**src/rtl/pwm_multi_ch.sv**
```systemverilog
// Multi-channel PWM generator: shared prescaled timebase (edge or center aligned)
// with shadowed period/mode/duty registers that update at period boundaries.

module pwm_lane #(
    parameter int WIDTH = 8
) (
    input  logic             clk,
    input  logic             rst,
    input  logic             en,
    input  logic [WIDTH-1:0] tcr,
    input  logic [WIDTH-1:0] duty,
    output logic             pwm
);
    always_ff @(posedge clk) begin
        if (rst) pwm <= 1'b0;
        else     pwm <= en && (tcr < duty);
    end
endmodule

module pwm_multi_ch #(
    parameter int WIDTH      = 8,
    parameter int CHANNELS   = 4,
    parameter int PRESCALE_W = 12
) (
    input  logic                      CLK_100MHz,
    input  logic                      RST,
    input  logic                      EN,
    input  logic [PRESCALE_W-1:0]     PRESCALE,
    input  logic [WIDTH-1:0]          PERIOD,
    input  logic                      CENTER,
    input  logic [CHANNELS*WIDTH-1:0] DUTY,
    input  logic                      LOAD_REQ,
    output logic                      LOAD_ACK,
    output logic                      E,
    output logic [WIDTH-1:0]          TCR,
    output logic [CHANNELS-1:0]       PWM_OUT
);
    logic [PRESCALE_W-1:0]          psc;
    logic [WIDTH-1:0]               tcr;
    logic                           down;
    logic [WIDTH-1:0]               act_period, pend_period;
    logic                           act_center, pend_center;
    logic [CHANNELS-1:0][WIDTH-1:0] act_duty, pend_duty;
    logic                           pend_flag;
    logic                           e, load_ack;

    logic             tick, boundary, apply;
    logic [WIDTH-1:0] tcr_nxt;
    logic             down_nxt;

    assign tick = EN && (psc >= PRESCALE);

    always_comb begin
        tcr_nxt  = tcr;
        down_nxt = down;
        if (!act_center) begin
            down_nxt = 1'b0;
            tcr_nxt  = (tcr >= act_period) ? '0 : tcr + 1'b1;
        end else if (act_period == '0) begin
            tcr_nxt  = '0;
            down_nxt = 1'b0;
        end else if (!down && (tcr < act_period)) begin
            tcr_nxt  = tcr + 1'b1;
            down_nxt = 1'b0;
        end else begin
            // Falling side; direction flips back to up as soon as 0 is reached.
            tcr_nxt  = (tcr == '0) ? '0 : tcr - 1'b1;
            down_nxt = (tcr > WIDTH'(1));
        end
    end

    assign boundary = tick && (tcr_nxt == '0);
    // Stopped: pending set goes live the clock after capture instead of waiting.
    assign apply    = pend_flag && (EN ? boundary : 1'b1);

    always_ff @(posedge CLK_100MHz) begin
        if (RST) begin
            psc         <= '0;
            tcr         <= '0;
            down        <= 1'b0;
            act_period  <= '0;
            act_center  <= 1'b0;
            act_duty    <= '0;
            pend_period <= '0;
            pend_center <= 1'b0;
            pend_duty   <= '0;
            pend_flag   <= 1'b0;
            e           <= 1'b0;
            load_ack    <= 1'b0;
        end else begin
            e        <= boundary;
            load_ack <= apply;
            if (EN) psc <= tick ? '0 : psc + 1'b1;
            if (tick) begin
                tcr  <= tcr_nxt;
                down <= down_nxt;
            end
            if (apply) begin
                act_period <= pend_period;
                act_center <= pend_center;
                act_duty   <= pend_duty;
                pend_flag  <= 1'b0;
            end
            // A request on the applying clock stays pending for the next boundary.
            if (LOAD_REQ) begin
                pend_period <= PERIOD;
                pend_center <= CENTER;
                pend_duty   <= DUTY;
                pend_flag   <= 1'b1;
            end
        end
    end

    for (genvar i = 0; i < CHANNELS; i++) begin : g_lane
        pwm_lane #(.WIDTH(WIDTH)) u_lane (
            .clk  (CLK_100MHz),
            .rst  (RST),
            .en   (EN),
            .tcr  (tcr),
            .duty (act_duty[i]),
            .pwm  (PWM_OUT[i])
        );
    end

    assign TCR      = tcr;
    assign E        = e;
    assign LOAD_ACK = load_ack;
endmodule

```
**config.mk**
```make
export PLATFORM = sky130hd
export DESIGN_NAME = pwm_multi_ch
export DESIGN_NICKNAME = d
export VERILOG_FILES = /design/src/rtl/pwm_multi_ch.sv
export SDC_FILE = /design/constraint.sdc
export NUM_CORES = 1
export LEC_CHECK = 0
export ABC_AREA = 1
export CORE_MARGIN = 5
export CORE_UTILIZATION = 45
export DETAILED_ROUTE_END_ITERATION = 10
export PLACE_DENSITY = 0.66
export SETUP_SLACK_MARGIN = 0.05
export SYNTH_ARGS = -nofsm -noshare
export SYNTH_HDL_FRONTEND = slang
export SYNTH_SLANG_ARGS = --single-unit
```
**constraint.sdc**
```tcl
create_clock -name CLK_100MHz -period 4.95 [get_ports CLK_100MHz]
set_input_delay 0.7425 -clock CLK_100MHz [delete_from_list [all_inputs] [get_ports CLK_100MHz]]
set_output_delay 0.7425 -clock CLK_100MHz [all_outputs]
set_load 0.1 [all_outputs]
```
==> run_results.csv <==
group,metric,value,unit
routing,routed_wl,13300,microns
clocking,clkLatencyLatePin,0.35,ns
cells_and_area,drive_gt1_share,7.15,%
clocking,htree_levels,3,
cells_and_area,syn_to_final_growth,16.8,%
timing,tightest_slew,0.974,ns
timing,tns,0,ns
timing,drv_slew,0,
cells_and_area,fin_cells,1071,
floorplanning,rows,42,
setup_path,cp.required,5.18,ns
cells_and_area,post-route-util,53.9,%
setup_path,crit_arrival,3.74,ns
timing,period_share,70.8,%
setup_path,critPathKind,"in2reg",
placed_design,dpl.cell_count,1056,
floorplanning,die-area,16100,sq um
clocking,cts_root_buf,"clkbuf_16",
logic_synthesis,ys.warnings.count,0,
setup_path,end_kind,"flip-flop",
timing,setup_ws,1.45,ns
clocking,path_clk_slew,0.07,ns
setup_path,cp_max_fo,83,
outcome,status,"complete, no violations",
timing,rsz0062_at_grt,"false",
logic_synthesis,avgSynthCellArea,7.29,sq um
placed_design,place_congestion,0.873,
grt,grt_pass1_wl,22700,microns
routing,wl_per_cell,12.4,microns
cells_and_area,mostFrequentLayoutCells,"127 x inv_1, 121 x nand2_1, 110 x a21oi_1",
clocking,clockBufferDepth,2,
cells_and_area,antennaDiodeCount,0,
logic_synthesis,ys_ff_latch,110,
grt,grt_usage,16.8,%
grt,grt_max_degree,84,
logic_synthesis,synth.distinct_cells,37,
floorplanning,die-width,127,microns
logic_synthesis,synthCells,845,
logic_synthesis,synthesis.area,6160,sq um
logic_synthesis,seq_area_frac_synth,35.8,%
logic_synthesis,syn_nets,955,
routing,vias,5307,
clocking,cts_resized,0,
floorplanning,die_h,127,microns
grt,grt_pass1_vias,4743,
floorplanning,pin_count,71,
routing,vias_per_cell,4.96,
pwr,peakVddDrop,0.202,mV
timing,hold_violations,0,
timing,max_freq,285,MHz
floorplanning,core_area,13300,sq um
cells_and_area,finalInstanceArea,7190,sq um
clocking,post-cts-setup-buffer-count,0,
clocking,cts_buffers,9,
grt,antenna_found_initial,0,
placed_design,port_buffers,70,
timing,maxSlewHeadroom,34.8,%
timing,finalCriticalPeriod,3.50,ns
timing,skew,0.0109,ns
setup_path,critPathLaunchType,"input pin",
pwr,leakagePower,3.12,nW
clocking,cts_hold_buf,0,
placed_design,place_area,6900,sq um
hold_path,hold_path_class,"reg2reg",
timing,finalSetupViolCount,0,
routing,drtIter0Drc,383,
cells_and_area,nets,1001,
routing,final_antenna_net_count,0,
cells_and_area,final_common_cell,"inv_1",
routing,drcViolationCount,0,
placed_design,dp_slack,1.10,ns
job,max_cap_violations,0,
clocking,tritoncts,"built",
pwr,p_per_area,277,nW/um^2
routing,dr.pass1.iters,4,
clocking,clkSinkCount,110,
grt,overflow,0,
floorplanning,start_util,46.1,%
placed_design,place_hpwl,9290,microns
-- power breakdown --
part	total [mW]	internal, mW	switching (mW)
Sequential	0.958	0.932	0.0259
Clock	0.727	0.396	0.332
Combinational	0.308	0.126	0.182
-- cells in the mapped netlist (all sizes together) --
master	count	area, sq um
nand3	61	378
a211oi	2	15.0
dfxtp	110	2200
a21oi	120	638
nand4	19	138
buf	22	168
o211ai	7	52.6
nor2	84	338
inv	132	495
a21boi	4	30.0
nor3b	1	7.51
nor3	7	35.0
or2	2	12.5
clkbuf	22	82.6
o2111a	1	11.3
xor2	8	70.1
xnor2	3	26.3
nor4	5	31.3
clkinv	2	7.51
o21bai	1	7.51
nand2	123	467
o21ai	56	280
ha	53	663
-- per-layer routing --
metal	share of wire (%)	vias up	wire, microns	global-route usage (%)
li1	-	2842	-	-
met1	50	2365	6650	23.6
met2	45	85	5990	27.1
met3	4.0	15	538	3.03
met4	1.1	0	153	3.66
met5	0	-	0	0
-- worst paths after layout --
kind | depth (start not counted) | end | slack (ns) | startpoint
hold / removal | 2 | pend_duty[23] | 0.46 | pend_duty[23]
setup reg to reg | 16 | act_duty[31] | 1.46 | TCR[7]
hold reg to reg | 2 | pend_duty[23] | 0.46 | pend_duty[23]
setup / recovery | 15 | act_duty[31] | 1.45 | PRESCALE[11]
-- kinds of logic (layout without fill, tap and decap cells) --
kind of cell | Yosys count | after routing | share of synthesized area (%)
flops | 110 | 110 | 35.8
fa+ha+maj | 53 | 53 | 10.8
xor+xnor | 11 | 11 | 1.57
simple gates | 302 | 302 | 22.8
compound gates | 191 | 191 | 16.8
buf+inv | 178 | 228 | 12.2
-- per-stage QoR --
stage | total power [mW] | hold WS (ns)
2_1_floorplan | 1.20 | 0.430
4_1_cts | 2.01 | 0.459
5_1_grt | 2.09 | 0.472
3_5_place_dp | 1.29 | 0.448
6_report | 1.99 | 0.457
3_3_place_gp | 1.29 | 0.445
-- flip-flops by register name, indices dropped and copies added (netlist names) --
name and flops:
psc 12, act_period 8, g_lane.u_lane.pwm 4, pend_period 8, TCR 8, LOAD_ACK 1
down 1, pend_center 1, E 1, act_duty 32, pend_duty 32, pend_flag 1
act_center 1
-- critical path, stage by stage --
cell and delay (ns):
clkdlybuf4s50_1 0.46, inv_1 0.04, ha_1 0.28, nand2_1 0.07, nor2_1 0.18, nand3_1 0.10, nand4_1 0.11, nand2_1 0.23
clkinv_1 0.25, nand3_2 0.12, nand2_2 0.07, buf_4 0.69, nand3_1 0.16, nand2_1 0.12, nor2_1 0.04
-- area by class of cell --
cell class / count / area [sq um]
clock inverter: 5 / 63.8
fill: 1363 / 6160
tap: 176 / 220
sequential: 110 / 2200
inverter: 134 / 503
clock buffer: 10 / 229
timing repair buffer: 79 / 768
multi-input combinational: 557 / 3200
No activity file was read; power rests on OpenSTA's default activity.
